<file path="config.mk">
export PLATFORM = sky130hd
export DESIGN_NAME = xor_stream_unit
export DESIGN_NICKNAME = d
export VERILOG_FILES = /design/src/rtl/xor_stream_pkg.sv /design/src/rtl/xor_lane.sv /design/src/rtl/xor_stream_unit.sv
export SDC_FILE = /design/constraint.sdc
export NUM_CORES = 1
export LEC_CHECK = 0
export ABC_AREA = 1
export ABC_CLOCK_PERIOD_IN_PS = 2500
export CAP_MARGIN = 20
export CORE_MARGIN = 5
export CORE_UTILIZATION = 35
export DETAILED_ROUTE_END_ITERATION = 16
export PLACE_DENSITY = 0.61
export SETUP_SLACK_MARGIN = 0.3
export SLEW_MARGIN = 20
export SYNTH_ARGS = -nofsm -noshare
export SYNTH_HDL_FRONTEND = slang
export SYNTH_SLANG_ARGS = --single-unit
</file>
<file path="constraint.sdc">
create_clock -name clk -period 2.5 [get_ports clk]
set_clock_uncertainty 0.15 [all_clocks]
set_input_delay 0.625 -clock clk [delete_from_list [all_inputs] [get_ports clk]]
set_output_delay 0.625 -clock clk [all_outputs]
set_load 0.02 [all_outputs]
</file>
<file path="src/rtl/xor_stream_pkg.sv">
// Shared types and helpers for xor_stream_unit: FSM states, mode encodings and lane parity.
// Optional feature macro used by the design files: XOR_PARITY_CHECK_EN.
package xor_stream_pkg;

    typedef enum logic [1:0] {
        IDLE  = 2'd0,
        ACCUM = 2'd1,
        DRAIN = 2'd2
    } state_e;

    localparam logic MODE_PAIR  = 1'b0;
    localparam logic MODE_FRAME = 1'b1;

    // Widest lane lane_parity accepts; narrower lanes are zero-extended, which leaves parity unchanged.
    localparam int LANE_MAX_W = 64;

    function automatic logic lane_parity(input logic [LANE_MAX_W-1:0] v);
        return ^v;
    endfunction

endpackage

</file>
<file path="src/rtl/xor_lane.sv">
// One XOR lane: a^b, frame accumulator, registered result and its parity.
// XOR_PARITY_CHECK_EN exposes the parity of the value about to be loaded.
module xor_lane
    import xor_stream_pkg::*;
#(
    parameter int W = 8
)
(
    input  logic         clk,
    input  logic         rst_n,
    input  logic [W-1:0] i_a,
    input  logic [W-1:0] i_b,
    input  logic         i_acc_start,
    input  logic         i_acc_step,
    input  logic         i_acc_clr,
    input  logic         i_y_load,
    input  logic         i_y_from_acc,
    output logic [W-1:0] o_y,
    output logic         o_parity
`ifdef XOR_PARITY_CHECK_EN
    ,
    output logic         o_parity_next
`endif
);

    logic [W-1:0] r_acc;
    logic [W-1:0] r_y;
    logic         r_parity;
    logic [W-1:0] w_ab;
    logic [W-1:0] w_acc_ab;
    logic [W-1:0] w_y_next;
    logic         w_parity_next;

    assign w_ab          = i_a ^ i_b;
    assign w_acc_ab      = r_acc ^ w_ab;
    assign w_y_next      = i_y_from_acc ? w_acc_ab : w_ab;
    assign w_parity_next = lane_parity(LANE_MAX_W'(w_y_next));

    // NOTE: sequential state uses non-blocking assignments so every register samples pre-edge values.
    always_ff @(posedge clk or negedge rst_n) begin
        if (!rst_n) begin
            r_acc    <= '0;
            r_y      <= '0;
            r_parity <= 1'b0;
        end else begin
            // Clear outranks start/step: the closing beat folds into y on the same edge acc is zeroed.
            if (i_acc_clr)        r_acc <= '0;
            else if (i_acc_start) r_acc <= w_ab;
            else if (i_acc_step)  r_acc <= w_acc_ab;

            if (i_y_load) begin
                r_y      <= w_y_next;
                r_parity <= w_parity_next;
            end
        end
    end

    assign o_y      = r_y;
    assign o_parity = r_parity;
`ifdef XOR_PARITY_CHECK_EN
    assign o_parity_next = w_parity_next;
`endif

endmodule

</file>
<file path="src/rtl/xor_stream_unit.sv">
// CH-lane registered XOR with PAIR (one result per beat) and FRAME (XOR over FRAME_LEN beats) modes.
// XOR_PARITY_CHECK_EN adds exp_par/par_err sticky parity comparison on every output load.
module xor_stream_unit
    import xor_stream_pkg::*;
#(
    parameter int CH        = 4,
    parameter int W         = 8,
    parameter int FRAME_LEN = 16
)
(
    input  logic                           clk,
    input  logic                           rst_n,
    input  logic                           mode,
    input  logic                           flush,
    input  logic                           in_valid,
    output logic                           in_ready,
    input  logic [CH*W-1:0]                a,
    input  logic [CH*W-1:0]                b,
    output logic                           out_valid,
    input  logic                           out_ready,
    output logic [CH*W-1:0]                y,
    output logic [CH-1:0]                  parity,
    output logic [$clog2(FRAME_LEN+1)-1:0] beat_cnt
`ifdef XOR_PARITY_CHECK_EN
    ,
    input  logic [CH-1:0]                  exp_par,
    output logic [CH-1:0]                  par_err
`endif
);

    localparam int CW = $clog2(FRAME_LEN + 1);

    state_e        r_state;
    state_e        w_next_state;
    logic          r_out_valid;
    logic [CW-1:0] r_beat_cnt;
    logic [CW-1:0] w_cnt_next;
    logic          w_in_ready;
    logic          w_acc_start;
    logic          w_acc_step;
    logic          w_acc_clr;
    logic          w_y_load;
    logic          w_y_from_acc;

    // NOTE: every always_comb output gets a default first, so no path can infer a latch.
    always_comb begin
        w_next_state = r_state;
        w_cnt_next   = r_beat_cnt;
        w_in_ready   = 1'b0;
        w_acc_start  = 1'b0;
        w_acc_step   = 1'b0;
        w_acc_clr    = 1'b0;
        w_y_load     = 1'b0;
        w_y_from_acc = 1'b0;
        case (r_state)
            IDLE: begin
                w_in_ready = !r_out_valid || out_ready;
                if (in_valid && w_in_ready) begin
                    if (mode == MODE_PAIR) begin
                        w_y_load = 1'b1;
                    end else begin
                        w_acc_start  = 1'b1;
                        w_cnt_next   = CW'(1);
                        w_next_state = ACCUM;
                    end
                end
            end
            ACCUM: begin
                // Flush drops any beat offered in the same cycle.
                w_in_ready = !flush;
                if (flush) begin
                    w_acc_clr    = 1'b1;
                    w_cnt_next   = '0;
                    w_next_state = IDLE;
                end else if (in_valid) begin
                    if (r_beat_cnt == CW'(FRAME_LEN - 1)) begin
                        w_y_load     = 1'b1;
                        w_y_from_acc = 1'b1;
                        w_acc_clr    = 1'b1;
                        w_cnt_next   = '0;
                        w_next_state = DRAIN;
                    end else begin
                        w_acc_step = 1'b1;
                        w_cnt_next = r_beat_cnt + CW'(1);
                    end
                end
            end
            DRAIN: begin
                if (r_out_valid && out_ready) w_next_state = IDLE;
            end
            default: w_next_state = IDLE;
        endcase
    end

    always_ff @(posedge clk or negedge rst_n) begin
        if (!rst_n) r_state <= IDLE;
        else        r_state <= w_next_state;
    end

    always_ff @(posedge clk or negedge rst_n) begin
        if (!rst_n) begin
            r_out_valid <= 1'b0;
            r_beat_cnt  <= '0;
        end else begin
            r_beat_cnt <= w_cnt_next;
            // A new result outranks the drain handshake on the same edge.
            if (w_y_load)                      r_out_valid <= 1'b1;
            else if (r_out_valid && out_ready) r_out_valid <= 1'b0;
        end
    end

`ifdef XOR_PARITY_CHECK_EN
    logic [CH-1:0] w_par_next;
    logic [CH-1:0] r_par_err;
`endif

    for (genvar gi = 0; gi < CH; gi++) begin : g_lane
        xor_lane #(.W(W)) u_lane (
            .clk          (clk),
            .rst_n        (rst_n),
            .i_a          (a[gi*W +: W]),
            .i_b          (b[gi*W +: W]),
            .i_acc_start  (w_acc_start),
            .i_acc_step   (w_acc_step),
            .i_acc_clr    (w_acc_clr),
            .i_y_load     (w_y_load),
            .i_y_from_acc (w_y_from_acc),
            .o_y          (y[gi*W +: W]),
            .o_parity     (parity[gi])
`ifdef XOR_PARITY_CHECK_EN
            ,
            .o_parity_next(w_par_next[gi])
`endif
        );
    end

`ifdef XOR_PARITY_CHECK_EN
    // Flush clears the sticky flags in any state, even though it leaves IDLE/DRAIN untouched.
    always_ff @(posedge clk or negedge rst_n) begin
        if (!rst_n)        r_par_err <= '0;
        else if (flush)    r_par_err <= '0;
        else if (w_y_load) r_par_err <= r_par_err | (exp_par ^ w_par_next);
    end
    assign par_err = r_par_err;
`endif

    assign in_ready  = w_in_ready & rst_n;
    assign out_valid = r_out_valid;
    assign beat_cnt  = r_beat_cnt;

endmodule

</file>
==> results of run 1 <==
-- stage by stage --
step,cells,setup WS (ns),util,hold slack [ns]
after detailed placement,1300,-0.373,0.464,0.322
after floorplan,954,0.336,-,0.179
after global placement,1300,-0.363,0.464,0.315
after CTS,1321,0.235,0.484,0.274
after global routing,1335,0.0991,0.506,0.293
final,1335,0.262,0.506,0.255
-- layer usage --
| layer | GRT usage | vias up | part of all wire |
|---|---|---|---|
| li1 | - | 3279 | - |
| met1 | 0.228 | 2809 | 0.47 |
| met2 | 0.283 | 104 | 0.48 |
| met3 | 0.0272 | 12 | 0.044 |
| met4 | 0.0554 | 0 | 0.012 |
| met5 | 0 | - | 0 |
-- registers in the layout (all words and copies together) (netlist names) --
name and count:
beat_cnt 5, out_valid 1, g_lane.u_lane.r_acc 32, g_lane.u_lane.o_y 32
r_state 2, g_lane.u_lane.o_parity 4
-- cells by family (layout without fill, tap and decap cells) --
logic type                 after synthesis  count (layout)  synth area share
AOI/OAI and AO/OA                      145             145             0.139
xor gates and xnor gates                 3               3           0.00466
adders and majority gates                1               1           0.00222
buffers and inverters                  177             342             0.129
DFF                                     76              76             0.337
and+or+nand+nor                        552             552             0.388
-- layout by cell type, fill, tap and decap left out, types with 2 or more instances in the layout --
master	instances
nand2_1	479
inv_1	130
clkdlybuf4s50_1	104
dfrtp_1	76
o21ai_0	71
buf_4	53
nand3_1	42
o22ai_1	32
o21ai_1	25
clkbuf_16	15
nand2_2	13
inv_2	11
o21ai_2	9
buf_12	8
a21oi_1	5
clkinv_2	5
buf_6	5
nor2_1	4
dlygate4sd2_1	4
nor2_8	2
nand3_4	2
nor2_2	2
nand4_1	2
xor2_1	2
or2_2	2
dlymetal6s2s_1	2
buf_8	2
-- worst paths after layout --
check                      slack [ns]                        end  cells after the start
setup reg to reg                 0.26  g_lane[0].u_lane.o_parity                     14
min in group clk                 0.33    g_lane[0].u_lane.o_y[5]                      2
setup / recovery                 0.26  g_lane[0].u_lane.o_parity                     14
hold reg to reg                  0.33    g_lane[0].u_lane.o_y[5]                      2
hold / removal                   0.25  g_lane[3].u_lane.r_acc[4]                      2
max in group asynchronous        0.94    g_lane[3].u_lane.o_y[5]                      3
-- worst max-delay path: stages, from the launching register on --
cell and delay (ns):
dfrtp_1 0.42, ha_4 0.19, nand3_4 0.09, nor2_4 0.14, nand3_4 0.12, buf_6 0.16
clkbuf_16 0.15, o21ai_1 0.23, nand2_1 0.08, nand2_1 0.09, nand2_1 0.06, nand2_1 0.06
nand2_1 0.06, nand3_1 0.07, nand2_1 0.05
-- power by group through the flow --
stage                     combinational (mW)  sequential [mW]  clock [mW]
after global placement                  2.54             1.97           0
final                                   2.64             1.97        1.30
after CTS                               2.62             1.96        1.34
after global routing                    2.98             2.03        1.40
after detailed placement                2.58             1.99           0
after floorplan                         1.39             2.18           0
-- area by class of cell --
cell class,instances,area [sq um]
Clock inverter,6,55.1
Clock buffer,10,229
Tap cell,216,270
Sequential cell,76,1900
Multi-Input combinational cell,701,3120
Fill cell,1606,7830
Timing Repair Buffer,184,1900
Inverter,142,533
-- timing repair --
action,4_1_cts,5_1_grt
setup buffers,5,7
pin swaps,1,9
endpoints found under the setup margin,30,7
resized for setup,15,46
cloned,0,7
==> impl_metrics.tcl, run 1 <==
set metrics [dict create \
    globalRoute.totalOverflow 0 \
    numCtsBuffers 9 \
    endpoint_kind "flop" \
    ys_warn_count 0 \
    route.detailed.drc 0 \
    powerDensity_mw_per_mm2 739 \
    yosysUniqueCellTypes 29 \
    power_switching_mw 2.26 \
    post_dp_cell_area_sq_mm 0.00734 \
    drive_gt1_frac 0.121 \
    nets 1185 \
    synthTopCellsByCount "492 x nand2_1, 133 x inv_1, 81 x o21ai_0" \
    ios 113 \
    critPathArrivalTime_ns 2.32 \
    grt_pass1_vias 5526 \
    root_buffer "clkbuf_16" \
    routed_wl_um 16400 \
    netSwitchingFraction 0.382 \
    viasPerCell 4.65 \
    pwr-share-clk 0.220 \
    tightestPinTransition_ns 0.602 \
    ys_seq_area_frac 0.337 \
    startpoint "beat_cnt[0]" \
    power_mw 5.91 \
    antenna_found_initial 0 \
    cts_sinks 76 \
    diodes 0 \
    io_buffer_count 112 \
    grt_max_degree 52 \
    finalHoldViolCount 0 \
    period_share 0.895 \
    ys_ff_latch 76 \
    wire_per_inst_um 12.3 \
    internal-power_mw 3.65 \
    combPwrFrac 0.447 \
    fin_tns_setup_ns 0 \
    synth_edf_count 0 \
    core_area_sq_mm 0.0158 \
    finalInstanceArea_sq_mm 0.00800 \
    seq_power_share 0.333 \
    r2r_start "beat_cnt[0]" \
    syn_avg_cell_area_sq_um 5.91 \
    p_leak_nw 4.48 \
    finalMaxSlewViolations 0 \
    status "finished clean" \
    firstDrtPassIters 5 \
    post-synth-top-count-cell "nand2_1" \
    dp_hpwl_um 11200 \
    fp.dieW_um 137 \
    vdd_ir_drop_max_mv 0.473 \
    period_needed_ns 2.24 \
    setup_viol 0 \
    cts_buffer_depth 2 \
    area_delta_synth_final_pct 42.0 \
    path_clk_slew_ns 0.06 \
    min_path_type "in -> async" \
    postCtsHoldBufs 0 \
    cp-start-kind "flop" \
    yosysTopAreaCellShare 0.337 \
    core.rowCount 46 \
    place.gp.congestion 0.780 \
    synth_area_leaders "dfrtp_1 34%, nand2_1 33%, inv_1 8.9%" \
    htreeDepth 3 \
    synth_nets 1025 \
    synth_top_cell_by_area "dfrtp_1" \
    synth_ff_type "dfrtp_1" \
    grt_pass1_wl_um 25600 \
    max_freq_mhz 447 \
    synthCells 954 \
    start_util 0.356 \
    synthArstFlopShare 1.00 \
    insertion_delay_ns 0.34 \
    max_slew_margin 0.598 \
    dieArea_sq_mm 0.0187 \
    vias 6204 \
    maxCapViolCount 0 \
    rsz0062_at_grt "true" \
    die_y_um 137 \
    crit_type "reg -> reg" \
    grt_usage 0.170 \
    syn-cell-area_sq_mm 0.00564 \
    drt-initial-drc-count 304 \
    cp.required_ns 2.58 \
    cp_max_fo 7 \
    final_antenna_net_count 0 \
    cts_tree "yes" \
]
(Power assumes the default switching activity.)
==> inputs of run 2 (changes only) <==
--- a/config.mk
+++ b/config.mk
@@ -7,7 +7,6 @@
 export LEC_CHECK = 0
 export ABC_AREA = 1
 export ABC_CLOCK_PERIOD_IN_PS = 2500
-export CAP_MARGIN = 20
 export CORE_MARGIN = 5
 export CORE_UTILIZATION = 35
 export DETAILED_ROUTE_END_ITERATION = 16
==> results of run 2 <==
Final layout, timing and power as in run 1 (identical DEF).
